### config.mk
export PLATFORM = sky130hd
export DESIGN_NAME = bp_update_scheduler
export DESIGN_NICKNAME = d
export VERILOG_FILES = /design/src/rtl/bp_update_scheduler.sv
export SDC_FILE = /design/constraint.sdc
export NUM_CORES = 1
export LEC_CHECK = 0
export CORE_UTILIZATION = 40
export CTS_CLUSTER_SIZE = 8
export DETAILED_ROUTE_END_ITERATION = 7
export PLACE_DENSITY = 0.75
export SYNTH_ARGS = -nofsm -noshare
export SYNTH_HDL_FRONTEND = slang
export SYNTH_SLANG_ARGS = --single-unit
export TNS_END_PERCENT = 50
### constraint.sdc
create_clock -name clk -period 2.95 [get_ports clk]
set_input_delay 0.59 -clock clk [delete_from_list [all_inputs] [get_ports clk]]
set_output_delay 0.59 -clock clk [all_outputs]
set_load 0.01 [all_outputs]
### src/rtl/bp_update_scheduler.sv
// Arbitrates the branch predictor's single index port between fetch lookups
// (priority) and a FIFO of execute-stage updates drained on idle or forced cycles.
module bp_update_scheduler #(
  parameter int IDX_W    = 8,
  parameter int DEPTH    = 4,
  parameter int MAX_WAIT = 8
) (
  input  logic                     clk,
  input  logic                     rst,
  input  logic                     lk_valid,
  input  logic [IDX_W-1:0]         lk_index,
  output logic                     lk_ready,
  output logic                     lk_taken,
  input  logic                     up_valid,
  input  logic [IDX_W-1:0]         up_index,
  input  logic                     up_taken,
  output logic                     up_ready,
  output logic [IDX_W-1:0]         pred_index,
  output logic                     pred_update,
  output logic                     pred_actual_taken,
  input  logic                     pred_predict_taken,
  output logic [$clog2(DEPTH):0]   pending,
  output logic                     state_dbg
);

  localparam int PW = $clog2(DEPTH);
  localparam int CW = PW + 1;
  localparam int WW = $clog2(MAX_WAIT + 1);

  typedef enum logic {
    NORMAL = 1'b0,
    FORCE  = 1'b1
  } state_t;

  state_t           state;
  state_t           state_next;

  logic [IDX_W-1:0] idx_mem [DEPTH];
  logic             tkn_mem [DEPTH];
  logic [PW-1:0]    rd_ptr;
  logic [PW-1:0]    wr_ptr;
  logic [CW-1:0]    count;
  logic [CW-1:0]    count_next;
  logic [WW-1:0]    wait_cnt;
  logic [WW-1:0]    wait_next;
  logic             enq;
  logic             deq;

  // Handshakes: a lookup is granted when lk_valid & lk_ready; an update is
  // accepted when up_valid & up_ready. Ready never depends on its own valid.
  always_comb begin
    lk_ready    = (state == NORMAL) & ~rst;
    up_ready    = (count < CW'(DEPTH));
    deq         = (count != '0) & ((state == FORCE) | ~lk_valid) & ~rst;
    enq         = up_valid & up_ready;
    pred_update = deq;
  end

  always_comb begin
    pred_index        = deq ? idx_mem[rd_ptr] : lk_index;
    pred_actual_taken = tkn_mem[rd_ptr];
    lk_taken          = pred_predict_taken;
    pending           = count;
    state_dbg         = (state == FORCE);
  end

  always_comb begin
    count_next = count + CW'(enq) - CW'(deq);
  end

  // Counts lookups that starved a non-empty queue; any drain restarts it.
  always_comb begin
    wait_next = wait_cnt;
    if (deq || (count == '0)) begin
      wait_next = '0;
    end else if (lk_valid && lk_ready && (wait_cnt < WW'(MAX_WAIT))) begin
      wait_next = wait_cnt + WW'(1);
    end
  end

  always_comb begin
    state_next = state;
    case (state)
      NORMAL: begin
        if ((count_next == CW'(DEPTH)) || (wait_next >= WW'(MAX_WAIT))) begin
          state_next = FORCE;
        end
      end
      FORCE: begin
        state_next = NORMAL;
      end
      default: begin
        state_next = NORMAL;
      end
    endcase
  end

  always_ff @(posedge clk) begin
    if (rst) begin
      state    <= NORMAL;
      count    <= '0;
      rd_ptr   <= '0;
      wr_ptr   <= '0;
      wait_cnt <= '0;
    end else begin
      state    <= state_next;
      count    <= count_next;
      wait_cnt <= wait_next;
      if (enq) begin
        wr_ptr <= wr_ptr + PW'(1);
      end
      if (deq) begin
        rd_ptr <= rd_ptr + PW'(1);
      end
    end
  end

  // Queue storage is not reset; entries are only read once written.
  always_ff @(posedge clk) begin
    if (enq && !rst) begin
      idx_mem[wr_ptr] <= up_index;
      tkn_mem[wr_ptr] <= up_taken;
    end
  end

  a_force_has_entry: assert property (@(posedge clk) disable iff (rst)
    (state == FORCE) |-> (count != '0));
  a_count_bound: assert property (@(posedge clk) disable iff (rst)
    count <= CW'(DEPTH));
  a_wait_bound: assert property (@(posedge clk) disable iff (rst)
    wait_cnt <= WW'(MAX_WAIT));

endmodule

Word level (Yosys, flattened, before mapping)
Memories as Yosys holds them, arrays and structs flattened. A register that Yosys moved wholly into a read port is not among the register bits. Index checks and enable logic that the tools add are counted.

Register bits: 12. RAM bits: 36. Input port bits: 22. Output and inout port bits: 17. Memories: 2.

Memory list: idx_mem (words 4, width 8, rd ports 1, clocked after Yosys merged registers in 1, wr ports 1, line 38) `logic [IDX_W-1:0] idx_mem [DEPTH];`; tkn_mem (words 4, width 1, rd ports 1, clocked after Yosys merged registers in 1, wr ports 1, line 39) `logic tkn_mem [DEPTH];`.

Add/subtract/negate cells: 5. $lt $le $gt $ge: 3. Equal/unequal tests: 1. Mux-type cells: 11. Bitwise logic cells: 8. Reduce and logical (&&, ||, !) cells: 8.

Operators by type and width (count): two-way mux 2 bit (4); two-way mux 4 bit (2); two-way mux 8 bit (1); adder 2 x 1 -> 2 bit (second input constant) (2); adder 4 x 1 -> 4 bit (second input constant) (1); bitwise AND 1 bit (4); greater-or-equal comparator 4 bit (second input constant) (1); < comparator 4 bit (second input constant) (1); adder 3 x 1 -> 3 bit (1); equality test 3 bit (second input constant) (1); logical AND 1 bit (3); logical NOT 3 bit (1); < comparator 3 bit (second input constant) (1); two-way mux 1 bit (3); inverter 1 bit (3); nonzero test 3 bit (1); subtractor 3 x 1 -> 3 bit (1); logical OR 1 bit (2); one-hot mux 1 bit (2 select lines) (1); logical NOT 1 bit (1); OR 1 bit (1).

Longest topological paths before layout
Depth after elaboration: 10. Gate-level depth with buffers: 9. Depth with buffers taken out: 8.

Least setup slack after synthesis
OpenSTA, ideal clock, no wires.

Kind: input to register. Start: in lk_valid. End: reg state, in the netlist state_dbg. Library setup time: 127 ps. Arrival: 2183 ps. Path slack: 640 ps. Cell stages on the path: 9. Buffers on the path: 1. Cell sequence: nor2b_1 > nor3_2 > buf_4 > xnor2_1 > ha_1 > fa_1 > xnor2_1 > xnor2_1 > o22ai_1.

Cells in the longest elaborated chain, start to end: 10. Elaborated cells on any way between the ends: 15. Classes of those cells: add/sub: 1; order compare: 1; eq/ne: 1; mux: 4; bitwise: 4; reduce/logical: 4.

Ends and longest elaborated chain: start, declared (line 10) `input logic lk_valid,`; inverter 1 bit (*) (line 54) `deq = (count != '0) & ((state == FORCE) | ~lk_valid) & ~rst;`; OR 1 bit (*) (line 54); bitwise AND 1 bit (*) (2 in a row) (line 54); net pred_update (line 19) `output logic pred_update,`; logical OR 1 bit (line 74) `if (deq || (count == '0)) begin`; two-way mux 4 bit (line 74); greater-or-equal comparator 4 bit (line 85) `if ((count_next == CW'(DEPTH)) || (wait_next >= WW'(MAX_WAIT))) begin`; logical OR 1 bit (*) (line 85); two-way mux 1 bit (*) (line 85); one-hot mux 1 bit (2 select lines) (*) (line 83) `case (state)`; end signal, assigned (line 106) `state <= state_next;`; end, declared (line 35) `state_t state;`.

Mark *: on every way through the listed nets, which the timed path passes. The rest lies on a longest branch. A chain may end at the register's enable or synchronous reset.

Worst setup path after layout
Start: in lk_valid. End: reg state, in the netlist state_dbg.

Cells in the longest elaborated chain, start to end: 10. Elaborated cells on any way between the ends: 15. Classes of those cells: add/sub: 1; order compare: 1; eq/ne: 1; mux: 4; bitwise: 4; reduce/logical: 4.

Ends and longest elaborated chain (line): inverter 1 bit (54); OR 1 bit (54); bitwise AND 1 bit (2 in a row) (54); logical OR 1 bit (74); two-way mux 4 bit (74); greater-or-equal comparator 4 bit (85); logical OR 1 bit (*) (85); two-way mux 1 bit (*) (85); one-hot mux 1 bit (2 select lines) (*) (83).

Every way passes the cells marked *; elsewhere a longest branch is shown, timed or not.

==> flow_summary.toml <==
[critical_path]
ff2ff_setup_slack_ns = 0.59
critPathLaunchType = "primary input"
reg2regPathDepth = 10
worst-setup-path-type = "primary input to flop"
crit_required_ns = 3.13
crit_arrival_ns = 2.91
crit_fanout = 10
crit_path_end_kind = "flop"

[logic_synthesis]
synth_area_per_cell_um2 = 15.91
ys_warn_count = 0
yosysSeqAreaShare_pct = 63.85
ys_ff_latch = 50
synth_fp_nets = 163
syn_area_um2 = 2132
ys_types = 32
synth_cells = 134

[timing]
fin_setup_tns_ns = 0
fmaxAchievable_mhz = 366.8
setup-violations-final = 0
relSlewSlack_pct = 63.36
finClkSkew_ns = 0.004979
final-max-slew-violation-count = 0
worst_slew_pin_slew_ns = 0.5420
fin_hold_ws_ns = 0.4898
rsz0062_at_grt = "no"
min_period_over_period_pct = 92.40
fin_crit_ns = 2.726
hold_viol = 0

[global_routing]
grt_pass1_wl_um = 6223
grt.overflow.total = 0
grt_util_all_layers_pct = 15.73
antenna_found_initial = 0
grt_start_max_net_pins = 15
grt_pass1_vias = 1349

[power]
power_density_nw_per_um2 = 699.9
switchingPower_w = 0.0005434
ir_drop_uv = 383.1
p_int_w = 0.001342
pwr-share-comb_pct = 33.1
p_sw_share_pct = 28.82
p_seq_share_pct = 47.1
pwr-share-clk_pct = 19.8
total_power_w = 0.001885
p_leak_nw = 1.000

[clocking]
clock_latency_ns = 0.30
cts_sinks = 50
cts_tree = "built"
root_buffer = "clkbuf_8"
h-tree-depth = 2
cts_buffers = 5
hold_buffers = 0
cts.path.max_buffers = 2
clkTransAtPathRegs_ns = 0.08

[die]
core_um2 = 5107
num_rows = 26
die_x_um = 75.01
initial_core_util_pct = 41.74
dieArea_um2 = 5626
io_pins = 39
die_h_um = 75.01

[detailed_routing]
first_pass_iters = 4
drtIter0Drc = 59
detailroute.wirelength.met2_um = 1940
ant_nets = 0
wl_per_cell_um = 15.41
topRoutingLayerUsed = "met4"
met3RoutedLength_um = 232
routed_wl_um = 3807
vias = 1201
wl_met1_um = 1590
remaining_drc_errors = 0
via_per_inst = 4.862

[finish]
drive_above_1_share_pct = 16.38
nNetsFinal = 205
layout.cells.non_filler = 247
antenna_cells = 0
num-fill-cells = 444
layout_commonest_cell = "edfxtp_1"
final_util_pct = 52.74
area_growth_pct = 26.35
layout_common_cells = "36 x edfxtp_1, 28 x clkdlybuf4s50_1, 14 x dfxtp_1"

[outcome]
status = "finished clean"

[job]
cap_viol_max_count = 0

[min_path]
hold_depth = 1
hold_path.class = "flop to flop"

[placement]
dp_hpwl_um = 2700
io_buffers = 36
gp_congestion = 0.6973
placed_cells = 238
==> metal layers <==
layer / GRT usage (%) / vias to the layer above
met5: 0 / -
met4: 5.660 / 0
met3: 5.221 / 5
met2: 28.23 / 36
met1: 17.39 / 580
li1: - / 580
==> final cells by class <==
type / count / area [um2] / area share (%)
clock buffer: 6 / 72.57 / 2.694
multi-input combinational: 70 / 703.2 / 26.10
sequential: 50 / 1361 / 50.53
inverter: 8 / 30.03 / 1.115
tap: 70 / 87.58 / 3.251
clock inverter: 2 / 8.758 / 0.3251
timing repair buffer: 41 / 430.4 / 15.98
==> state kept, by name (all words and copies together), names as in the netlist, named ones only <==
| name | count |
|---|---|
| idx_mem | 32 |
| tkn_mem | 4 |
| wait_cnt | 4 |
| pending | 3 |
| rd_ptr | 2 |
| wr_ptr | 2 |
| state_dbg | 1 |
==> synthesized netlist by cell type <==
| master | instances | area [um2] |
|---|---|---|
| nand3_1 | 2 | 10.01 |
| o31ai_1 | 1 | 7.510 |
| nor3_2 | 2 | 20.02 |
| buf_4 | 2 | 15.01 |
| nor2_1 | 10 | 37.54 |
| nand4_1 | 2 | 12.51 |
| dfxtp_1 | 14 | 280.3 |
| o21ai_0 | 2 | 10.01 |
| a31oi_1 | 1 | 6.260 |
| ha_1 | 6 | 75.07 |
| a211oi_1 | 1 | 7.510 |
| nand2_1 | 2 | 7.510 |
| mux4_2 | 8 | 180.2 |
| a21oi_1 | 3 | 15.01 |
| clkbuf_1 | 3 | 11.26 |
| nor4b_1 | 1 | 8.760 |
| nand2b_1 | 2 | 12.51 |
| fa_1 | 1 | 20.02 |
| or3_1 | 1 | 6.260 |
| xor2_1 | 1 | 8.760 |
| mux2i_1 | 1 | 10.01 |
| nor2b_1 | 3 | 18.77 |
| o22ai_1 | 1 | 6.260 |
| mux2_4 | 8 | 120.1 |
| xnor2_1 | 4 | 35.03 |
| mux4_1 | 1 | 26.28 |
| buf_6 | 1 | 11.26 |
| o311ai_0 | 1 | 8.760 |
| edfxtp_1 | 36 | 1081 |
| and2_1 | 4 | 25.02 |
| inv_1 | 8 | 30.03 |
| a21o_1 | 1 | 7.510 |
==> cells by family (layout without fill, tap and decap cells) <==
| logic type | Yosys count | count (layout) | synth area share [%] |
|---|---|---|---|
| compound gates | 11 | 11 | 3.228 |
| xor+xnor | 5 | 5 | 2.054 |
| fa+ha+maj | 7 | 7 | 4.460 |
| flops | 50 | 50 | 63.85 |
| buf+inv | 14 | 57 | 3.169 |
| mux | 18 | 18 | 15.79 |
| simple gates | 29 | 29 | 7.453 |
==> power by group through the flow <==
stage | registers (W) | clock network (W) | logic [W]
detailed placement | 0.000905 | 0 | 0.000632
floorplan | 0.000897 | 0 | 0.000385
global route | 0.000900 | 0.000408 | 0.000685
CTS | 0.000889 | 0.000383 | 0.000643
global placement | 0.000896 | 0 | 0.000605
finish | 0.000888 | 0.000373 | 0.000624
==> per-stage QoR <==
step | setup slack [ns] | instance area, um2
2_1_floorplan | 0.6400 | 2132
3_3_place_gp | 0.04639 | 2585
3_5_place_dp | -0.005774 | 2585
4_1_cts | 0.003308 | 2674
5_1_grt | 0.1008 | 2694
6_report | 0.2241 | 2694
==> worst max-delay path, cell delays in order <==
cell and delay, ns:
clkdlybuf4s50_1 0.47, nor2b_1 0.25, nor3_2 0.09, buf_12 0.16
buf_4 0.14, xnor2_1 0.12, ha_1 0.21, fa_1 0.39
xnor2_1 0.20, xnor2_1 0.17, o22ai_1 0.12
==> path summary, 6_finish.rpt <==
path	end	startpoint
hold / removal	flop	rd_ptr[1]
setup reg to reg	state_dbg	pending[2]
setup / recovery	state_dbg	lk_valid
hold reg to reg	flop	rd_ptr[1]
==> what timing repair did <==
action	CTS	global route
setup buffers	1	0
setup endpoints to repair	4	8
cloned	0	0
resized for setup	0	8
No activity file was read; power rests on OpenSTA's default activity.
